File: config.mk
export PLATFORM = sky130hd
export DESIGN_NAME = key_loader
export DESIGN_NICKNAME = d
export VERILOG_FILES = /design/src/rtl/key_loader.sv
export SDC_FILE = /design/constraint.sdc
export NUM_CORES = 1
export LEC_CHECK = 0
export ABC_AREA = 1
export CORE_MARGIN = 2
export CORE_UTILIZATION = 57
export CTS_CLUSTER_SIZE = 28
export DETAILED_ROUTE_END_ITERATION = 16
export GPL_TIMING_DRIVEN = 1
export PLACE_DENSITY = 0.88
export SYNTH_ARGS = -nofsm -noshare
export SYNTH_HDL_FRONTEND = slang
export SYNTH_SLANG_ARGS = --single-unit
File: constraint.sdc
create_clock -name CLK -period 2.7 [get_ports CLK]
set_input_delay 0.27 -clock CLK [delete_from_list [all_inputs] [get_ports CLK]]
set_output_delay 0.27 -clock CLK [all_outputs]
set_load 0.02 [all_outputs]
File: src/rtl/key_loader.sv
// Serial key loader for a logic-locked netlist: shifts in KEY_W key bits plus an
// even-parity bit, verifies length and parity on commit, and applies the key once.
module key_loader #(
  parameter int KEY_W     = 64,
  parameter int MAX_TRIES = 3
) (
  input  logic             CLK,
  input  logic             RN,
  input  logic             KEY_SI,
  input  logic             KEY_SE,
  input  logic             KEY_LOAD,
  input  logic             KEY_CLR,
  output logic [KEY_W-1:0] KEY_OUT,
  output logic             KEY_READY,
  output logic             KEY_ERR,
  output logic             KEY_BLOCKED,
  output logic             BUSY
);

  localparam int CNT_W  = $clog2(KEY_W + 3);
  localparam int FAIL_W = $clog2(MAX_TRIES + 1);
  localparam logic [CNT_W-1:0]  CNT_FULL = CNT_W'(KEY_W + 1);
  localparam logic [CNT_W-1:0]  CNT_SAT  = CNT_W'(KEY_W + 2);
  localparam logic [FAIL_W-1:0] FAIL_MAX = FAIL_W'(MAX_TRIES);

  typedef enum logic [2:0] {
    S_IDLE, S_SHIFT, S_CHECK, S_LOCKED, S_ERROR, S_BLOCKED
  } state_t;

  state_t              r_state;
  state_t              w_next;
  logic [KEY_W:0]      r_sr;
  logic [CNT_W-1:0]    r_cnt;
  logic [FAIL_W-1:0]   r_fail;
  logic [KEY_W-1:0]    r_key;
  logic                r_ready;
  logic                w_pass;
  logic                w_last_try;
  logic [FAIL_W-1:0]   w_fail_inc;

  assign w_pass     = (r_cnt == CNT_FULL) && !(^r_sr);
  assign w_fail_inc = r_fail + FAIL_W'(1);
  assign w_last_try = (w_fail_inc >= FAIL_MAX);

  always_ff @(posedge CLK or negedge RN) begin
    if (!RN) r_state <= S_IDLE;
    else     r_state <= w_next;
  end

  always_comb begin
    w_next = r_state;
    case (r_state)
      S_IDLE: begin
        if (KEY_LOAD)    w_next = S_CHECK;
        else if (KEY_SE) w_next = S_SHIFT;
      end
      S_SHIFT: begin
        if (KEY_LOAD) w_next = S_CHECK;
      end
      S_CHECK: begin
        if (w_pass)          w_next = S_LOCKED;
        else if (w_last_try) w_next = S_BLOCKED;
        else                 w_next = S_ERROR;
      end
      S_LOCKED:  w_next = S_LOCKED;
      S_ERROR: begin
        if (KEY_CLR) w_next = S_IDLE;
      end
      S_BLOCKED: w_next = S_BLOCKED;
      default:   w_next = S_IDLE;
    endcase
  end

  // The key reaches the gates one cycle after LOCKED is entered; only reset leaves LOCKED.
  always_ff @(posedge CLK or negedge RN) begin
    if (!RN) begin
      r_sr    <= '0;
      r_cnt   <= '0;
      r_fail  <= '0;
      r_key   <= '0;
      r_ready <= 1'b0;
    end else begin
      case (r_state)
        S_IDLE: begin
          if (!KEY_LOAD && KEY_SE) begin
            r_sr  <= {{KEY_W{1'b0}}, KEY_SI};
            r_cnt <= CNT_W'(1);
          end
        end
        S_SHIFT: begin
          if (!KEY_LOAD && KEY_SE) begin
            r_sr <= {r_sr[KEY_W-1:0], KEY_SI};
            if (r_cnt != CNT_SAT) r_cnt <= r_cnt + CNT_W'(1);
          end
        end
        S_CHECK: begin
          if (w_pass) begin
            r_fail <= '0;
          end else begin
            r_fail <= w_fail_inc;
            r_sr   <= '0;
            r_cnt  <= '0;
          end
        end
        S_LOCKED: begin
          r_key   <= r_sr[KEY_W:1];
          r_ready <= 1'b1;
        end
        default: ;
      endcase
    end
  end

  assign KEY_OUT     = r_key;
  assign KEY_READY   = r_ready;
  assign KEY_ERR     = (r_state == S_ERROR);
  assign KEY_BLOCKED = (r_state == S_BLOCKED);
  assign BUSY        = (r_state == S_SHIFT) || (r_state == S_CHECK);

endmodule

Word level (Yosys, flattened, before mapping)
Cells that the tools add are included.
Widths: inputs -> output; s select.

cells by class
  add/sub/neg operators = 2
  $lt $le $gt $ge = 1
  eq/ne operators = 14
  muxes and demuxes = 17
  reductions and logical operators = 11

operators by type and width
  kind                 count
  $mux 65              3
  $pmux 65 s3          1
  $reduce_xor 65->1    1
  $mux 7               4
  $pmux 7 s3           1
  $pmux 3 s6           1
  $mux 3               5
  $ne 2x2->1 const B   6
  $add 7x1->7 const B  1
  $eq 7x7->1 const B   1
  $ne 7x7->1 const B   1
  $eq 3x2->1 const B   2
  $eq 3x3->1 const B   2
  $reduce_and 5->1     1
  $reduce_and 4->1     1
  $eq 3x1->1 const B   1
  $logic_not 3->1      1
  $ne 3x3->1 const B   1
  $reduce_and 3->1     1
  $reduce_bool 3->1    1
  $add 2x1->2 const B  1
  $ge 2x2->1 const B   1
  $logic_and 1x1->1    2
  $logic_not 1->1      2
  other kinds (3)      3

storage, ports and cells
  register bits after elaboration = 142
  input port bits = 6
  output and inout port bits = 68
  logic and storage cells = 51

Logic depth before layout (Yosys ltp)
Gate-level depths: netlist of run 1.

  word-level depth = 5
  gate-level depth with buffers = 22

Least setup slack after synthesis of run 1
OpenSTA, ideal clock, no wires.

  path kind = reg-to-reg
  start = register r_sr[54]
  end = register r_cnt[6]
  arrival = 1.830 ns
  slack = 0.752 ns
  cell stages (with the launch flop) = 17
  buffers on the path = 2
  clock period less this slack = 1.948 ns
  cell sequence = dfrtp_1 > xnor2_1 > nor2_1 > nor2_1 > nand2_1 > nand2_1 > nand2_1 > nand2_1 > nand2_1 > nand2_1 > nand3_1 > nand2_1 > nand3_2 > buf_4 > buf_2 > nand3_1 > nand2_1

on the way
  cells in the longest elaborated chain, start to end = 5

ends and longest elaborated chain
  item                               RTL line  source
  from (decl)                        32        logic [KEY_W:0] r_sr;
  from (signal assigned)             86        r_sr <= {{KEY_W{1'b0}}, KEY_SI};
  from (signal assigned)             92        r_sr <= {r_sr[KEY_W-1:0], KEY_SI};
  $reduce_xor 65->1                  41        assign w_pass = (r_cnt == CNT_FULL) && !(^r_sr);
  $logic_not 1->1                    41
  $logic_and 1x1->1                  41
  $ne 2x2->1 (no source line)        n/a
  $reduce_and 5->1 (no source line)  n/a
  to (signal assigned)               93        if (r_cnt != CNT_SAT) r_cnt <= r_cnt + CNT_W'(1);
  to (decl)                          33        logic [CNT_W-1:0] r_cnt;

Every way passes these cells.
A chain may end at the register's enable or synchronous reset.

Worst setup path in the final report of run 1
  start = register r_sr[48]
  end = register r_cnt[5]

Same word-level chain as after synthesis.

==> results.md, run 1 <==
- Initial antenna violation count: 0
- Die height: between 100 and 150 um
- Maximum clock rate: ~400 MHz
- Req. time, crit path: 3010 ps
- Path length in cells of the critical path: 16
- Post-route clock period utilization: 0.926
- First DRT Iteration DRCs: 651
- Overall Global Routing Usage: 0.257
- Combined area of all synthesized cells: 7330 um2
- CTS clk-pin slew, worst paths: roughly 60 ps
- Critical-path cell list: xnor2_1 > xor2_1 > nand2_1 > nand2_1 > nand2_1 > nand2_1 > nand2_1 > nand2_1 > inv_1 > nand2_1 > nand2_1 > nand3_4 > buf_12 > nand2_2 > nand2_1 > nand2_1
- Via count: ~6600
- Post-synthesis net count: about 1000
- Number of nets with antenna violations after routing: 0
- Worst reg2reg path endpoint: r_cnt[5]$_DFFE_PN0P_
- Endpoint class of the critical path: flop
- Ratio of routed vias to standard cells: a little over 5
- Multi-input gate area: 3280 um2
- Reg-to-Reg Start: r_sr[48]$_DFFE_PN0P_
- # fillers: 952
- Final Hold Fails: 0
- Class of the most critical hold timing path: in2async
- Wire length of the first global-routing pass: approximately 29000 um
- Master of the slowest instance on the critical path: dfrtp_1
- Max-Slew Margin vs Limit: 0.508
- Number of global-route vias before repair: approximately 6300
- Clock buffer depth: 2
- Number of synthesis warnings: 0
- Maximum number of pins on one net before global-route repair: roughly 90
- Gpl congestion: around 0.87
- Count of clock tree sinks: approximately 140
- Clock root cell: clkbuf_16
- Sum of negative setup slack: 0 ps
- Number of max-slew violations in the final report: 0
- Share of the yosys chip area belonging to registers: 0.485
- Endpoints failing setup: 0
- Pre-antenna DRT Iters: 6
- Overall die area: ~14000 um2
- Flop and latch count out of synthesis: ~140
- Actual transition at the worst max-transition pin: 738 ps
- Outcome: finished, final reports clean
- Number of unique standard cell types used by synthesis: 25
- Clock insertion delay at the later pin of the skew report: ~430 ps
- Diodes inserted: 0
- Number of cell instances on the worst register-to-register path: 16
- Standard-cell rows: 41
- Estimated wirelength of the detail-placed design: between 10000 and 15000 um
- # Max-Cap Violations: 0
- CP endpoint: r_cnt[5]$_DFFE_PN0P_
- Slack of the worst reg-to-reg path: between 200 and 250 ps
- Setup clock skew after layout: 8.34 ps
- Number of input and output port buffers inserted: 73
- Area taken by flip-flops and latches: roughly 3600 um2
- CTS tree: done
- Critical Path Most Common Cell: nand2_1
- Number of placed I/O pins: 74
- Final net count: approximately 1100
- Leak pwr: about 4.4 nW
- Floorplan Core Area: ~13000 um2
- Peak ir drop on the vdd network: 0.633 mV
- Synthesized area per cell: ~7 um2
- CTS H-tree depth: 4
- Signed area change from the synthesized netlist to the final layout: 21.9%
- Power density over cell area: between 700 and 800 nW/um2
- Kind of start point of the critical path: flop
- Final Power: approximately 6.3 mW
- Remaining routing DRC violations: 0
- Number of buffers created by CTS: 17
- Shortest clock period the worst path allows after layout: approximately 2500 ps
- Crit path DAT: around 2800 ps
- Gate count after technology mapping: approximately 1000
- Unrepaired setup endpoints after global routing: false
- Horizontal extent of the die: roughly 120 um
- Worst-path maximum fanout: 41
- Biggest cell delay along the critical path: 410 ps
- Total global routing overflow: 0
- Effective utilization at floorplan: 0.583
- Top delay family on crit path: simple AND/OR/NAND/NOR gates
- Average wire per cell in the routed design: 13.4 um
- Category of the critical setup timing path: reg2reg
- Start point of the critical path: r_sr[48]$_DFFE_PN0P_
- Crit path buffers/inverters: 2
- Ratio of cells with drive above 1 in the final layout: 0.0474
- Aggregate routed wire length: 17000 um
sequential cells by signal, indices dropped and copies added (netlist names):
| name | cells |
|---|---|
| r_fail | 2 |
| KEY_OUT | 64 |
| KEY_READY | 1 |
| r_sr | 65 |
| r_cnt | 7 |
| r_state | 3 |
final cells by class:
class	count	share of cell area
clock buffers	21	0.0527
clock inverters	10	0.0181
inverters	92	0.0387
multi-input cells	745	0.367
flip-flops and latches	142	0.398
well taps	172	0.0241
repair buffers	87	0.101
metrics by stage:
stage	util	instances	instance area, um2	setup slack [ps]	hold slack [ps]
detailed placement	0.655	1237	8230	1.07	267
global placement	0.655	1237	8230	191	258
CTS	0.707	1269	8880	34.1	381
global route	0.711	1269	8930	17.5	419
floorplan	-	1022	7330	752	-25.6
finish	0.711	1269	8930	200	368
metal layers:
layer | wire length, um | global-route usage
met2 | 8390 | 0.429
met1 | 7480 | 0.341
met3 | 839 | 0.0438
met5 | 0 | 0
met4 | 265 | 0.0919
where the power goes:
| group | switching, mW | total (mW) | internal (mW) |
|---|---|---|---|
| registers | 0.0858 | 2.29 | 2.20 |
| logic | 1.08 | 1.48 | 0.397 |
| clock network | 0.889 | 2.50 | 1.61 |
cell usage in the layout, fill, tap and decap left out, types with 2 or more instances in the layout:
cell,count
nand2_1,444
dfrtp_1,142
nor2_1,91
inv_1,90
nand3_1,86
clkdlybuf4s50_1,72
o21ai_0,67
xnor2_1,17
clkbuf_16,17
xor2_1,11
buf_4,7
buf_12,5
a21oi_1,4
ha_1,4
bufinv_16,4
nand4_1,3
and2_1,3
nor3_1,3
clkinvlp_4,3
clkbuf_8,3
xnor2_2,2
nand3_4,2
inv_2,2
nor3b_1,2
clkinv_2,2
buf_6,2
repair_timing:
action,4_1_cts,5_1_grt
cloned,0,0
pin swaps,0,0
setup buffers,0,0
hold buffers,1,0
hold endpoints to repair,52,0
resized for setup,1,9
endpoints found under the setup margin,7,59
cell usage after synthesis:
library cell | count | share of area
buf_6 | 2 | 0.0031
clkbuf_1 | 22 | 0.011
buf_2 | 7 | 0.0048
dfrtp_1 | 142 | 0.48
o211ai_1 | 1 | 0.0010
ha_1 | 4 | 0.0068
inv_1 | 91 | 0.047
inv_2 | 1 | 0.00051
a31oi_1 | 1 | 0.00085
buf_1 | 7 | 0.0036
nand2_1 | 446 | 0.23
nand3b_1 | 1 | 0.0010
nor3_1 | 3 | 0.0020
xor2_1 | 11 | 0.013
buf_4 | 5 | 0.0051
a211oi_1 | 1 | 0.0010
nand3_1 | 87 | 0.059
nand4_1 | 3 | 0.0026
a21oi_1 | 4 | 0.0027
nor3b_1 | 2 | 0.0020
and2_1 | 3 | 0.0026
o21ai_0 | 67 | 0.046
nand3_2 | 1 | 0.0014
nor2_1 | 91 | 0.047
xnor2_1 | 19 | 0.023
worst min-delay path by stage:
stage,start,endpoint,slack [ps],cells after the start
3_3_place_gp,RN,KEY_OUT[4]$_DFFE_PN0P_,260,1
3_5_place_dp,RN,r_sr[4]$_DFFE_PN0P_,270,1
6_report,RN,r_sr[6]$_DFFE_PN0P_,370,2
5_1_grt,RN,r_sr[6]$_DFFE_PN0P_,420,2
4_1_cts,RN,KEY_OUT[0]$_DFFE_PN0P_,380,2
2_1_floorplan,RN,KEY_OUT[0]$_DFFE_PN0P_,-30,0
cells by family (layout without fill, tap and decap cells):
logic type | count (synthesis) | in the layout | synth area share
AO/OA/AOI/OAI | 74 | 74 | 0.0514
XOR/XNOR | 30 | 30 | 0.0359
flip-flops | 142 | 142 | 0.485
AND/OR/NAND/NOR | 637 | 637 | 0.346
buffers and inverters | 135 | 210 | 0.0750
adder cells (fa/ha/maj) | 4 | 4 | 0.00683
worst register-to-register path: stages, from the launching register on:
cell     delay (ps)
dfrtp_1         410
xnor2_1         310
xor2_1          230
nand2_1          90
nand2_1         110
nand2_1          60
nand2_1         100
nand2_1          60
nand2_1          80
inv_1            40
nand2_1          60
nand2_1         120
nand3_4         160
buf_12          230
nand2_2         180
nand2_1         100
nand2_1          50
Power figures use the tool's default switching activity.
==> inputs of run 2 (changes only) <==
==> constraint.sdc (replaced) <==
create_clock -name CLK -period 2.65 [get_ports CLK]
set_input_delay 0.265 -clock CLK [delete_from_list [all_inputs] [get_ports CLK]]
set_output_delay 0.265 -clock CLK [all_outputs]
set_load 0.02 [all_outputs]
==> results.md, run 2 (same netlist as run 1, synthesis figures left out) <==
- Wire length of the first global-routing pass: 28500 um (-2.0%)
- Max-Slew Margin vs Limit: 0.492 (-0.0161)
- Initial antenna violation count: 0 (unchanged)
- Maximum number of pins on one net before global-route repair: 92 (unchanged)
- Overall die area: 13800 um2 (unchanged)
- CTS clk-pin slew, worst paths: 60 ps (about the same)
- Actual transition at the worst max-transition pin: 761 ps (+23.1 ps)
- Kind of start point of the critical path: flop
- Gpl congestion: 0.866 (-0.92%)
- Clock root cell: clkbuf_16
- Number of global-route vias before repair: 6222 (-0.58%)
- Effective utilization at floorplan: 0.583 (unchanged)
- Via count: 6605 (+0.59%)
- Peak ir drop on the vdd network: 0.542 mV (-14%)
- Worst-path maximum fanout: 41 (unchanged)
- Remaining routing DRC violations: 0 (unchanged)
- Endpoints failing setup: 0 (unchanged)
- Total internal power: 4.10 mW (-2.5%)
- Clock buffer depth: 2 (unchanged)
- Number of nets with antenna violations after routing: 0 (unchanged)
- Switching share of total power: 0.336 (+0.00821)
- Leak pwr: 4.42 nW (-0.35%)
- # fillers: 990 (+4.0%)
- Max reg flops: 65 (unchanged)
- Class of the most critical hold timing path: in2async
- Combinational cell fraction of total power: 0.247 (+0.011)
- Shortest clock period the worst path allows after layout: 2480 ps (-23.0 ps)
- Critical-path cell list: inv_1 > nand2_1 > nand2_1 > nand2_1 > nand2_1 > nand2_1 > nand2_1 > nor2_1 > nor2_1 > nand2_1 > nand2_1 > nand2_1 > nand2_1 > nand2_1 > nand2_1 > nand3_4 > buf_12 > nand2_2 > nand2_1 > nand2_1
- Maximum clock rate: 404 MHz (+0.93%)
- Final net count: 1095 (unchanged)
- Fraction of power consumed by the clock network: 0.376 (-0.023)
- Average wire per cell in the routed design: 13.0 um (-2.5%)
- Category of the critical setup timing path: reg2reg
- Biggest cell delay along the critical path: 420 ps (about the same)
- Clock insertion delay at the later pin of the skew report: 430 ps (about the same)
- Number of buffers created by CTS: 17 (unchanged)
- Ratio of routed vias to standard cells: 5.20 (+0.51%)
- Most common cell after layout, fill and taps aside: nand2_1
- Biggest register: r_sr
- Commonest cells after routing, fill and taps aside: nand2_1 (444), dfrtp_1 (142), nor2_1 (91)
- Signed area change from the synthesized netlist to the final layout: 21.2%
- Number of placed I/O pins: 74 (unchanged)
- Estimated wirelength of the detail-placed design: 10600 um (-1.2%)
- Crit path DAT: 2850 ps (+40 ps)
- Number of input and output port buffers inserted: 73 (unchanged)
- Power density over cell area: 696 nW/um2 (-0.79%)
- Pre-antenna DRT Iters: 5 (-1)
- Final Hold Fails: 0 (unchanged)
- First DRT Iteration DRCs: 582 (-11%)
- # Max-Cap Violations: 0 (unchanged)
- Diodes inserted: 0 (unchanged)
- Endpoint class of the critical path: flop
- Critical Path Most Common Cell: nand2_1
- Sum of negative setup slack: 0 ps (unchanged)
- CTS H-tree depth: 4 (unchanged)
- Overall Global Routing Usage: 0.250 (-0.00670)
- Horizontal extent of the die: 117 um (unchanged)
- Floorplan Core Area: 12600 um2 (unchanged)
- CTS tree: done
- Setup clock skew after layout: 5.97 ps (-2.38 ps)
- Req. time, crit path: 3020 ps (about the same)
- Switching power of the nets: 2.08 mW (+1.2%)
- Count of clock tree sinks: 142 (unchanged)
- Power share of the sequential group: 0.377 (+0.012)
- Master of the slowest instance on the critical path: dfrtp_1
- Number of max-slew violations in the final report: 0 (unchanged)
- Post-route clock period utilization: 0.935 (+0.00877)
- Ratio of cells with drive above 1 in the final layout: 0.0464 (-0.000954)
- Final Power: 6.18 mW (-1.3%)
- Outcome: finished, final reports clean
- Die height: 117 um (unchanged)
- Total global routing overflow: 0 (unchanged)
- Standard-cell rows: 41 (unchanged)
- Aggregate routed wire length: 16600 um (-2.4%)
run 2: worst paths after layout:
check                                        start                      end  slack [ps]  cells past startpoint
max reg2reg                    r_sr[3]$_DFFE_PN0P_     r_cnt[4]$_DFFE_PN0P_         170                     20
max                            r_sr[3]$_DFFE_PN0P_     r_cnt[4]$_DFFE_PN0P_         170                     20
min in group CLK                            KEY_SI      r_sr[0]$_DFFE_PN0P_         430                      3
min                                             RN      r_sr[2]$_DFFE_PN0P_         290                      2
max in group asynchronous                       RN  KEY_OUT[25]$_DFFE_PN0P_        1630                      3
min reg2reg                KEY_OUT[33]$_DFFE_PN0P_  KEY_OUT[33]$_DFFE_PN0P_         480                      2
run 2: what timing repair did:
| item | in CTS | in global routing |
|---|---|---|
| gates resized for setup | 1 | 11 |
| hold buffers | 1 | 0 |
| hold endpoints to repair | 38 | 0 |
| setup buffers | 0 | 1 |
| pin swaps | 0 | 1 |
| endpoints found under the setup margin | 7 | 67 |
run 2: final cells by class:
cell class,instances,area (um2),area share
well taps,172,215,0.0242
clock inverters,7,85.1,0.00958
inverters,92,345,0.0389
clock buffers,25,485,0.0546
repair buffers,87,906,0.102
flip-flops and latches,142,3550,0.400
multi-input cells,745,3290,0.371
run 2: worst max-delay path: cells and delay by family (launching register included):
kind	cells	cell delay, ps
AND/OR/NAND/NOR	18	1620
flip-flops	1	420
buffers and inverters	2	390
run 2: power groups by stage:
stage	registers [mW]	clock network, mW	logic [mW]
2_1_floorplan	2.35	0	1.01
3_3_place_gp	2.36	0	1.43
3_5_place_dp	2.37	0	1.46
4_1_cts	2.33	2.35	1.47
5_1_grt	2.34	2.45	1.67
6_report	2.33	2.32	1.53
run 2: per-layer routing:
| metal | up-vias | track usage | part of all wire |
|---|---|---|---|
| li1 | 3270 | - | - |
| met1 | 3089 | 0.326 | 0.44 |
| met2 | 220 | 0.410 | 0.48 |
| met3 | 26 | 0.0627 | 0.057 |
| met4 | 0 | 0.0873 | 0.019 |
| met5 | - | 0 | 0 |
run 2: metrics by stage:
step,cells,hold slack [ps],cell area (um2),utilization,worst slack [ps]
after floorplan,1022,-30.6,7330,-,702
after global placement,1236,195,8230,0.655,131
after detailed placement,1236,196,8230,0.655,13.4
after CTS,1269,306,8810,0.701,54.7
after global routing,1270,320,8880,0.707,-46.0
final,1270,293,8880,0.707,173
==> inputs of run 3 (changes only) <==
--- a/config.mk
+++ b/config.mk
@@ -7,11 +7,11 @@
 export LEC_CHECK = 0
 export ABC_AREA = 1
 export CORE_MARGIN = 2
-export CORE_UTILIZATION = 57
+export CORE_UTILIZATION = 35
 export CTS_CLUSTER_SIZE = 28
 export DETAILED_ROUTE_END_ITERATION = 16
 export GPL_TIMING_DRIVEN = 1
-export PLACE_DENSITY = 0.88
+export PLACE_DENSITY = 0.61
 export SYNTH_ARGS = -nofsm -noshare
 export SYNTH_HDL_FRONTEND = slang
 export SYNTH_SLANG_ARGS = --single-unit
==> results.md, run 3 (same netlist as run 1, synthesis figures left out) <==
- Start point of the critical path: r_sr[50]$_DFFE_PN0P_
- Req. time, crit path: 3020 ps (about the same)
- CTS H-tree depth: 4 (unchanged)
- Peak ir drop on the vdd network: 0.419 mV (-23%)
- # Max-Cap Violations: 0 (unchanged)
- Endpoint class of the critical path: flop
- Endpoints failing setup: 0 (unchanged)
- Class of the most critical hold timing path: in2async
- Total non-filler cell area in the finished layout: 9090 um2 (+2.3%)
- Power share of the sequential group: 0.361 (-0.016)
- Via count: 6291 (-4.8%)
- Wire length of the first global-routing pass: 28500 um (+0.29%)
- Total global routing overflow: 0 (unchanged)
- Total instance count after detailed placement: 1334 (+7.9%)
- Most common cell after layout, fill and taps aside: nand2_1
- Worst reg2reg path endpoint: r_sr[57]$_DFFE_PN0P_
- Maximum clock rate: 434 MHz (+7.6%)
- Critical-path cell list: xnor2_1 > xor2_1 > nand2_1 > nand2_1 > nand2_1 > nand2_1 > nand2_1 > nand2_1 > nand3_1 > nand2_1 > nand3_4 > nand2_4 > clkbuf_16 > nand2_1 > nand2_1
- Shortest clock period the worst path allows after layout: 2300 ps (-175 ps)
- Effective utilization at floorplan: 0.360 (-0.223)
- Leak pwr: 4.46 nW (+0.91%)
- Final cell utilization of the core: 0.446 (-0.261)
- Commonest cells after routing, fill and taps aside: nand2_1 (444), dfrtp_1 (142), nor2_1 (91)
- Number of max-slew violations in the final report: 0 (unchanged)
- Instance area after placement: 8370 um2 (+1.8%)
- Master of the slowest instance on the critical path: dfrtp_1
- Total internal power: 4.26 mW (+3.7%)
- Clock insertion delay at the later pin of the skew report: 440 ps (about the same)
- Critical Path Most Common Cell: nand2_1
- Horizontal extent of the die: 149 um (+27%)
- Crit path DAT: 2680 ps (-170 ps)
- Reg-to-Reg Start: r_sr[50]$_DFFE_PN0P_
- Count of buffers added by post-CTS timing repair for setup: 0 (unchanged)
- Floorplan Core Area: 20400 um2 (+62%)
- Standard-cell rows: 52 (+27%)
- Ratio of routed vias to standard cells: 4.60 (-12%)
- Outcome: finished, final reports clean
- CTS clk-pin slew, worst paths: 60 ps (about the same)
- Biggest cell delay along the critical path: 410 ps (about the same)
- Fraction of power consumed by the clock network: 0.402 (+0.026)
- Initial antenna violation count: 0 (unchanged)
- Count of clock tree sinks: 142 (unchanged)
- Crit path buffers/inverters: 1 (-1)
- Path length in cells of the critical path: 15 (-25%)
- Number of global-route vias before repair: 5957 (-4.3%)
- Clock root cell: clkbuf_16
- Maximum number of pins on one net before global-route repair: 69 (-25%)
- Diodes inserted: 0 (unchanged)
- Number of nets with antenna violations after routing: 0 (unchanged)
- Aggregate routed wire length: 16700 um (+1.1%)
- Category of the critical setup timing path: reg2reg
- Final net count: 1096 (+0.091%)
- Estimated wirelength of the detail-placed design: 10700 um (+1.4%)
- Switching share of total power: 0.338 (+0.00176)
- Overall Global Routing Usage: 0.161 (-0.0894)
- Final Hold Fails: 0 (unchanged)
- Remaining routing DRC violations: 0 (unchanged)
- First DRT Iteration DRCs: 341 (-41%)
- Kind of start point of the critical path: flop
- Final std cells w/o fill: 1369 (+7.8%)
- Ratio of cells with drive above 1 in the final layout: 0.0482 (+0.00178)
- Number of buffers created by CTS: 17 (unchanged)
- Average wire per cell in the routed design: 12.2 um (-6.3%)
- Signed area change from the synthesized netlist to the final layout: 24.0%
- Biggest register: r_sr
- Number of placed I/O pins: 74 (unchanged)
- Top delay family on crit path: simple AND/OR/NAND/NOR gates
- Slack of the worst reg-to-reg path: 350 ps (+170 ps)
- Power density over cell area: 708 nW/um2 (+1.7%)
- Switching power of the nets: 2.17 mW (+4.5%)
- Pre-antenna DRT Iters: 5 (unchanged)
- Gpl congestion: 0.757 (-13%)
- Worst-path maximum fanout: 26 (-37%)
- Number of cell instances on the worst register-to-register path: 15 (-25%)
- Overall die area: 22100 um2 (+60%)
- Max reg flops: 65 (unchanged)
- CP endpoint: r_sr[57]$_DFFE_PN0P_
- Die height: 149 um (+27%)
- Post-route clock period utilization: 0.869 (-0.0660)
- CTS tree: done
- Setup clock skew after layout: 15.8 ps (+9.87 ps)
- Number of input and output port buffers inserted: 73 (unchanged)
- Hold Slack: 317 ps (+24.0 ps)
- Max-Slew Margin vs Limit: 0.502 (+0.0105)
- Clock buffer depth: 2 (unchanged)
- Actual transition at the worst max-transition pin: 743 ps (-18.1 ps)
- Combinational cell fraction of total power: 0.237 (-0.010)
==> run 3: cell count changes in the layout (fill, tap and decap cells not counted), sizes merged <==
cell and delta:
clkbuf -6, clkinvlp +3, inv +3, bufinv +2, buf -1
==> run 3: power groups by stage <==
stage / registers [mW] / logic (mW) / clock network, mW
finish: 2.32 / 1.52 / 2.58
global route: 2.34 / 1.70 / 2.75
CTS: 2.32 / 1.47 / 2.65
detailed placement: 2.36 / 1.46 / 0
global placement: 2.36 / 1.46 / 0
floorplan: 2.35 / 1.01 / 0
==> run 3: timing repair <==
| action | CTS | global route |
|---|---|---|
| hold endpoints to repair | 38 | 0 |
| hold buffers | 1 | 0 |
| endpoints found under the setup margin | 0 | 60 |
| gates resized for setup | 0 | 3 |
==> run 3: area by class of cell <==
class                      count  area (um2)
inverter                      92         345
tap                          270         338
timing repair buffer          88         957
fill                        2034       11300
sequential                   142        3550
clock inverter                15         211
clock buffer                  17         425
multi-input combinational    745        3260
==> run 3: layer usage <==
metal,GRT usage,vias up,share of wire
met5,0,-,0
met3,0.0337,17,0.036
met4,0.0576,0,0.015
met1,0.220,2879,0.50
li1,-,3270,-
met2,0.254,125,0.44
==> run 3: how the worst min path moves through the flow <==
stage	start	depth (start not counted)	end	slack, ps
3_3_place_gp	RN	1	KEY_OUT[4]$_DFFE_PN0P_	210
5_1_grt	RN	2	r_cnt[2]$_DFFE_PN0P_	360
4_1_cts	RN	2	r_cnt[2]$_DFFE_PN0P_	310
2_1_floorplan	RN	0	KEY_OUT[0]$_DFFE_PN0P_	-30
3_5_place_dp	RN	1	r_cnt[4]$_DFFE_PN0P_	210
6_report	RN	2	r_cnt[2]$_DFFE_PN0P_	320
==> run 3: metrics by stage <==
step	setup WS [ps]	setup TNS, ps	total power [mW]
6_report	348	0	6.43
3_3_place_gp	312	0	3.82
3_5_place_dp	263	0	3.82
2_1_floorplan	702	0	3.37
5_1_grt	-7.57	-7.87	6.80
4_1_cts	225	0	6.44
